`config.mk`:
```
export PLATFORM = sky130hd
export DESIGN_NAME = ram_port_arbiter_flat
export DESIGN_NICKNAME = d
export VERILOG_FILES = /design/src/rtl/ram_port_arbiter_if.sv /design/src/rtl/ram_port_arbiter.sv /design/src/flat_wrapper.sv
export SDC_FILE = /design/constraint.sdc
export NUM_CORES = 1
export LEC_CHECK = 0
export BUFFER_PORTS_ARGS = -buffer_cell sky130_fd_sc_hd__buf_2
export CORE_ASPECT_RATIO = 2
export CORE_UTILIZATION = 42
export DETAILED_ROUTE_END_ITERATION = 6
export GPL_TIMING_DRIVEN = 0
export MAX_ROUTING_LAYER = met4
export PLACE_DENSITY = 0.76
export SYNTH_ARGS = -nofsm -noshare
export SYNTH_HDL_FRONTEND = slang
export SYNTH_SLANG_ARGS = --single-unit
```
`constraint.sdc`:
```
create_clock -name CLOCK_50 -period 1.2 [get_ports CLOCK_50]
set_input_delay 0.12 -clock CLOCK_50 [delete_from_list [all_inputs] [get_ports CLOCK_50]]
set_output_delay 0.12 -clock CLOCK_50 [all_outputs]
set_load 0.01 [all_outputs]
```
`src/rtl/ram_port_arbiter_if.sv`:
```
// ram_port_arbiter_if: requester handshakes plus RAM-side bus of ram_port_arbiter.
interface ram_port_arbiter_if #(parameter int ADDR_W = 5, parameter int DATA_W = 4);
    logic              clr, wr_req, wr_ack, rd_req, rd_ack, rd_valid;
    logic              ram_wren, ram_rden, full;
    logic [DATA_W-1:0] wr_data, rd_data, ram_data, ram_q;
    logic [ADDR_W-1:0] rd_addr, ram_wraddress, ram_rdaddress, wr_ptr;
    modport master (
        output clr, wr_req, wr_data, rd_req, rd_addr, ram_q,
        input  wr_ack, rd_ack, rd_data, rd_valid, ram_wren, ram_wraddress, ram_data,
               ram_rden, ram_rdaddress, wr_ptr, full
    );
    modport slave (
        input  clr, wr_req, wr_data, rd_req, rd_addr, ram_q,
        output wr_ack, rd_ack, rd_data, rd_valid, ram_wren, ram_wraddress, ram_data,
               ram_rden, ram_rdaddress, wr_ptr, full
    );
endinterface

```
`src/rtl/ram_port_arbiter.sv`:
```
// ram_port_arbiter: shares the message RAM between the UART writer and the display reader.
// Define ARB_RR_EN for round-robin conflict resolution; otherwise writes win.
module ram_port_arbiter #(
    parameter int ADDR_W = 5,
    parameter int DATA_W = 4
) (
    input  logic              CLOCK_50,
    input  logic              Reset_n,
    ram_port_arbiter_if.slave bus
);
    typedef enum logic [1:0] {IDLE, WRITE, READ, RD_WAIT} state_t;
    state_t state, state_n;
    logic   wr_elig, grant_wr, grant_rd;
`ifdef ARB_RR_EN
    logic   last_wr;
`endif
    assign wr_elig = bus.wr_req & ~bus.full;
    always_comb begin
        grant_wr = 1'b0;
        grant_rd = 1'b0;
        state_n  = IDLE;
        case (state)
            IDLE: begin
`ifdef ARB_RR_EN
                grant_wr = ~bus.clr & wr_elig & (~bus.rd_req | ~last_wr);
`else
                grant_wr = ~bus.clr & wr_elig;
`endif
                grant_rd = ~bus.clr & bus.rd_req & ~grant_wr;
                state_n  = grant_wr ? WRITE : grant_rd ? READ : IDLE;
            end
            READ:    state_n = RD_WAIT;
            default: state_n = IDLE;
        endcase
    end
    always_ff @(posedge CLOCK_50 or negedge Reset_n) begin
        if (!Reset_n) begin
            state             <= IDLE;
            bus.wr_ack        <= 1'b0;
            bus.rd_ack        <= 1'b0;
            bus.rd_valid      <= 1'b0;
            bus.rd_data       <= '0;
            bus.ram_wren      <= 1'b0;
            bus.ram_wraddress <= '0;
            bus.ram_data      <= '0;
            bus.ram_rden      <= 1'b0;
            bus.ram_rdaddress <= '0;
            bus.wr_ptr        <= '0;
            bus.full          <= 1'b0;
`ifdef ARB_RR_EN
            last_wr           <= 1'b0;
`endif
        end else begin
            state        <= state_n;
            bus.wr_ack   <= grant_wr;
            bus.ram_wren <= grant_wr;
            bus.rd_ack   <= grant_rd;
            bus.ram_rden <= grant_rd;
            bus.rd_valid <= state == RD_WAIT;
            if (grant_wr) begin
                bus.ram_wraddress <= bus.wr_ptr;
                bus.ram_data      <= bus.wr_data;
            end
            if (grant_rd)
                bus.ram_rdaddress <= bus.rd_addr;
            if (state == RD_WAIT)
                bus.rd_data <= bus.ram_q;
`ifdef ARB_RR_EN
            if (grant_wr | grant_rd)
                last_wr <= grant_wr;
`endif
            // clear outranks the pointer advance of a write completing in the same cycle
            if (bus.clr) begin
                bus.wr_ptr <= '0;
                bus.full   <= 1'b0;
            end else if (state == WRITE) begin
                bus.wr_ptr <= bus.wr_ptr + 1'b1;
                if (&bus.wr_ptr)
                    bus.full <= 1'b1;
            end
        end
    end
endmodule

```
`src/flat_wrapper.sv`:
```
// flat-port wrapper written by rule: the top's interface ports become plain ports
module ram_port_arbiter_flat 
#(
    parameter int ADDR_W = 5,
    parameter int DATA_W = 4
)
  (CLOCK_50, Reset_n, bus_clr, bus_wr_req, bus_wr_data, bus_rd_req, bus_rd_addr, bus_ram_q, bus_wr_ack, bus_rd_ack, bus_rd_data, bus_rd_valid, bus_ram_wren, bus_ram_wraddress, bus_ram_data, bus_ram_rden, bus_ram_rdaddress, bus_wr_ptr, bus_full);
  ram_port_arbiter_if #(.ADDR_W(ADDR_W), .DATA_W(DATA_W)) bus_i ();
  input  logic CLOCK_50;
  input  logic Reset_n;
  input wire logic [$bits(bus_i.clr)-1:0] bus_clr;
  input wire logic [$bits(bus_i.wr_req)-1:0] bus_wr_req;
  input wire logic [$bits(bus_i.wr_data)-1:0] bus_wr_data;
  input wire logic [$bits(bus_i.rd_req)-1:0] bus_rd_req;
  input wire logic [$bits(bus_i.rd_addr)-1:0] bus_rd_addr;
  input wire logic [$bits(bus_i.ram_q)-1:0] bus_ram_q;
  output wire logic [$bits(bus_i.wr_ack)-1:0] bus_wr_ack;
  output wire logic [$bits(bus_i.rd_ack)-1:0] bus_rd_ack;
  output wire logic [$bits(bus_i.rd_data)-1:0] bus_rd_data;
  output wire logic [$bits(bus_i.rd_valid)-1:0] bus_rd_valid;
  output wire logic [$bits(bus_i.ram_wren)-1:0] bus_ram_wren;
  output wire logic [$bits(bus_i.ram_wraddress)-1:0] bus_ram_wraddress;
  output wire logic [$bits(bus_i.ram_data)-1:0] bus_ram_data;
  output wire logic [$bits(bus_i.ram_rden)-1:0] bus_ram_rden;
  output wire logic [$bits(bus_i.ram_rdaddress)-1:0] bus_ram_rdaddress;
  output wire logic [$bits(bus_i.wr_ptr)-1:0] bus_wr_ptr;
  output wire logic [$bits(bus_i.full)-1:0] bus_full;
  assign bus_i.clr = bus_clr;
  assign bus_i.wr_req = bus_wr_req;
  assign bus_i.wr_data = bus_wr_data;
  assign bus_i.rd_req = bus_rd_req;
  assign bus_i.rd_addr = bus_rd_addr;
  assign bus_i.ram_q = bus_ram_q;
  assign bus_wr_ack = bus_i.wr_ack;
  assign bus_rd_ack = bus_i.rd_ack;
  assign bus_rd_data = bus_i.rd_data;
  assign bus_rd_valid = bus_i.rd_valid;
  assign bus_ram_wren = bus_i.ram_wren;
  assign bus_ram_wraddress = bus_i.ram_wraddress;
  assign bus_ram_data = bus_i.ram_data;
  assign bus_ram_rden = bus_i.ram_rden;
  assign bus_ram_rdaddress = bus_i.ram_rdaddress;
  assign bus_wr_ptr = bus_i.wr_ptr;
  assign bus_full = bus_i.full;
  ram_port_arbiter #(.ADDR_W(ADDR_W), .DATA_W(DATA_W)) u_core (.CLOCK_50(CLOCK_50), .Reset_n(Reset_n), .bus(bus_i));
endmodule
```
==> flow_summary.ini <==
[placement]
place_area_um2 = 1470
port_buffers = 45
pre_cts_ws_ps = -161
place_hpwl_um = 1720
gp_congestion = 0.707

[finish]
final_common_cell = buf_2
final_cell_mix = buf_2 (44), dfrtp_1 (27), mux2_2 (9), mux2_4 (9)
antenna_cells = 0
syn2layout_area_growth_pct = 44.7
design_area_um2 = 1740
drive_above_1_share = 0.667
nets = 166

[pwr]
ir_drop_mv = 1.09
power.total_mw = 3.75
p_per_area_nw_per_um2 = 2160
cellLeakagePower_nw = 0.943

[worst_setup_path]
cpPeakStageDelay_ps = 420
critPathMaxFanout = 5
endpoint_kind = flip-flop
crit_type = flip-flop to flip-flop
timing.rr.start = u_core.state[1]
worstPathRequired_ps = 1360
crit_family = flip-flops
arrival_ps = 1540
crit_buf_inv = 1
worst_path_max_delay_cell = dfrtp_1
crit_path_start_kind = flip-flop
path_cells = nor3_2 -> nand3b_1 -> buf_6 -> mux2_4
startpoint = u_core.state[1]

[sta]
setup_viol = 16
tightest_slew_ps = 649
rsz0062_at_grt = true
finalHoldViolations = 0
slew_violations = 0
fin_crit_ps = 1380
finClkSkew_ps = 1.82
slew_headroom = 0.568
fmax_mhz = 723
fin_ws_ps = -184
fin_crit_sh = 1.15

[global_routing]
antenna_found_initial = 0
grt_overflow = 0
grt_first_pass_wirelength_um = 3840
grt_max_degree = 30
track_usage = 0.185
grt_pass1_vias = 858

[die]
die_h_um = 77.7
ios = 47
num_rows = 27
die_area_um2 = 3090
start_util = 0.439
coreArea_um2 = 2740
die_w_um = 39.8

[clock_tree]
ctsLongestPathBuffers = 2
cts_inserted_buffers = 5
htreeDepth = 2
clk_latency_ps = 280
clk_pin_slew_ps = 60
root_buffer = clkbuf_8
clock_sinks = 29
cts_tree = done

[drt]
drt-initial-drc-count = 41
vias_per_cell = 4.91
wire_per_inst_um = 15.1
route.detailed.drc = 0
wirelength_um = 2660
drt-pass1-iter-count = 4
antenna_left = 0
vias = 865

[logic_synthesis]
yosysTopAreaCellShare = 0.604
syn-num-nets = 103
yosysTopAreaCell = dfrtp_1
synth.area.top_cells = dfrtp_1 (60%), mux2_4 (11%), mux2_2 (8.4%)
seq_area_frac_synth = 0.604
yosys_warnings = 0
mappedNetlistArea_um2 = 1200
yosys.cell_types.count = 23
synth-seq-cells = 29
synthCells = 83
avgSynthCellArea_um2 = 14.5

[run]
cap_violations = 0

[worst_hold_path]
hold_class = primary input to flip-flop
min_from = bus_clr

[outcome]
violations = negative setup slack
status = finished with violations
[cells by family (layout without fill, tap and decap cells)]
| kind of cell | after synthesis | count (layout) | share of synthesized area |
|---|---|---|---|
| DFF | 29 | 29 | 0.604 |
| muxes | 20 | 20 | 0.213 |
| and+or+nand+nor | 16 | 16 | 0.0780 |
| buffers and inverters | 9 | 73 | 0.0479 |
| AOI/OAI and AO/OA | 5 | 5 | 0.0218 |
| adders and majority gates | 2 | 2 | 0.0208 |
| xor gates and xnor gates | 2 | 2 | 0.0146 |
[state kept, by name, indices dropped and copies added (netlist names), 2 cells and up]
name	flops
u_core.bus.ram_data	4
u_core.bus.wr_ptr	5
u_core.state	2
u_core.bus.rd_data	4
u_core.bus.ram_wraddress	5
u_core.bus.ram_rdaddress	5
[worst reg2reg max path, stage by stage (launching register included)]
cell and delay (ps):
dfrtp_1 420, nor3_2 210, nand3b_1 160, buf_6 180
mux2_4 300
[power by group]
| part | switching [mW] | internal, mW | leakage [nW] |
|---|---|---|---|
| clock network | 0.349 | 0.517 | 0.0542 |
| logic | 0.613 | 0.788 | 0.520 |
| registers | 0.189 | 1.30 | 0.369 |
| total | 1.15 | 2.60 | 0.943 |
[path summary, 6_finish.rpt]
| path | end | slack, ps | cells past startpoint |
|---|---|---|---|
| max | u_core.bus.ram_wraddress[2] | -180 | 4 |
| min | u_core.bus.wr_ptr[0] | 30 | 2 |
| max reg2reg | u_core.bus.ram_wraddress[2] | -180 | 4 |
| min reg2reg | u_core.bus.ram_rdaddress[0] | 500 | 1 |
| max in group asynchronous | u_core.state[0] | 330 | 2 |
| min in group asynchronous | u_core.bus.rd_valid | 410 | 2 |
[repair_timing]
| item | 4_1_cts | 5_1_grt |
|---|---|---|
| setup buffers | 4 | 6 |
| cloned | 1 | 0 |
| hold buffers | 1 | 0 |
| endpoints found under the setup margin | 17 | 18 |
| pin swaps | 2 | 4 |
| hold endpoints to repair | 29 | 0 |
| resized for setup | 6 | 11 |
[Yosys cell counts]
| library cell | count |
|---|---|
| nor2_1 | 5 |
| ha_1 | 2 |
| or3_1 | 1 |
| and3_1 | 1 |
| nand2b_1 | 2 |
| a31oi_1 | 1 |
| nand3_2 | 1 |
| a21oi_1 | 3 |
| buf_4 | 2 |
| or2_2 | 1 |
| mux2_2 | 9 |
| mux2_4 | 9 |
| nand3_1 | 1 |
| clkbuf_2 | 1 |
| nor3_2 | 1 |
| xor2_1 | 2 |
| dfrtp_1 | 29 |
| nand2_1 | 1 |
| inv_1 | 4 |
| nand3b_1 | 2 |
| buf_6 | 2 |
| mux2i_1 | 2 |
| o21ai_0 | 1 |
[layout make-up]
type	count	area [um2]
Timing Repair Buffer	57	343
Multi-Input combinational cell	45	479
Clock inverter	1	5.00
Clock buffer	7	96.3
Fill cell	192	996
Sequential cell	29	728
Inverter	4	15.0
Buffer	4	37.5
Tap cell	29	36.3
[metal layers]
layer  GRT usage  share of wire
met4      0.0759          0.015
met3      0.0514          0.036
met1       0.182           0.35
met2       0.316           0.59
met5           -              0
[stage by stage]
| stage | utilization | hold slack (ps) | std cells | TNS, ps |
|---|---|---|---|---|
| 2_1_floorplan | - | -176 | 83 | -643 |
| 3_3_place_gp | 0.537 | 158 | 157 | -1620 |
| 3_5_place_dp | 0.537 | 178 | 157 | -2180 |
| 4_1_cts | 0.603 | 24.8 | 170 | -1950 |
| 5_1_grt | 0.636 | 30.8 | 176 | -2940 |
| 6_report | 0.636 | 33.5 | 176 | -2090 |
Power figures use the tool's default switching activity.
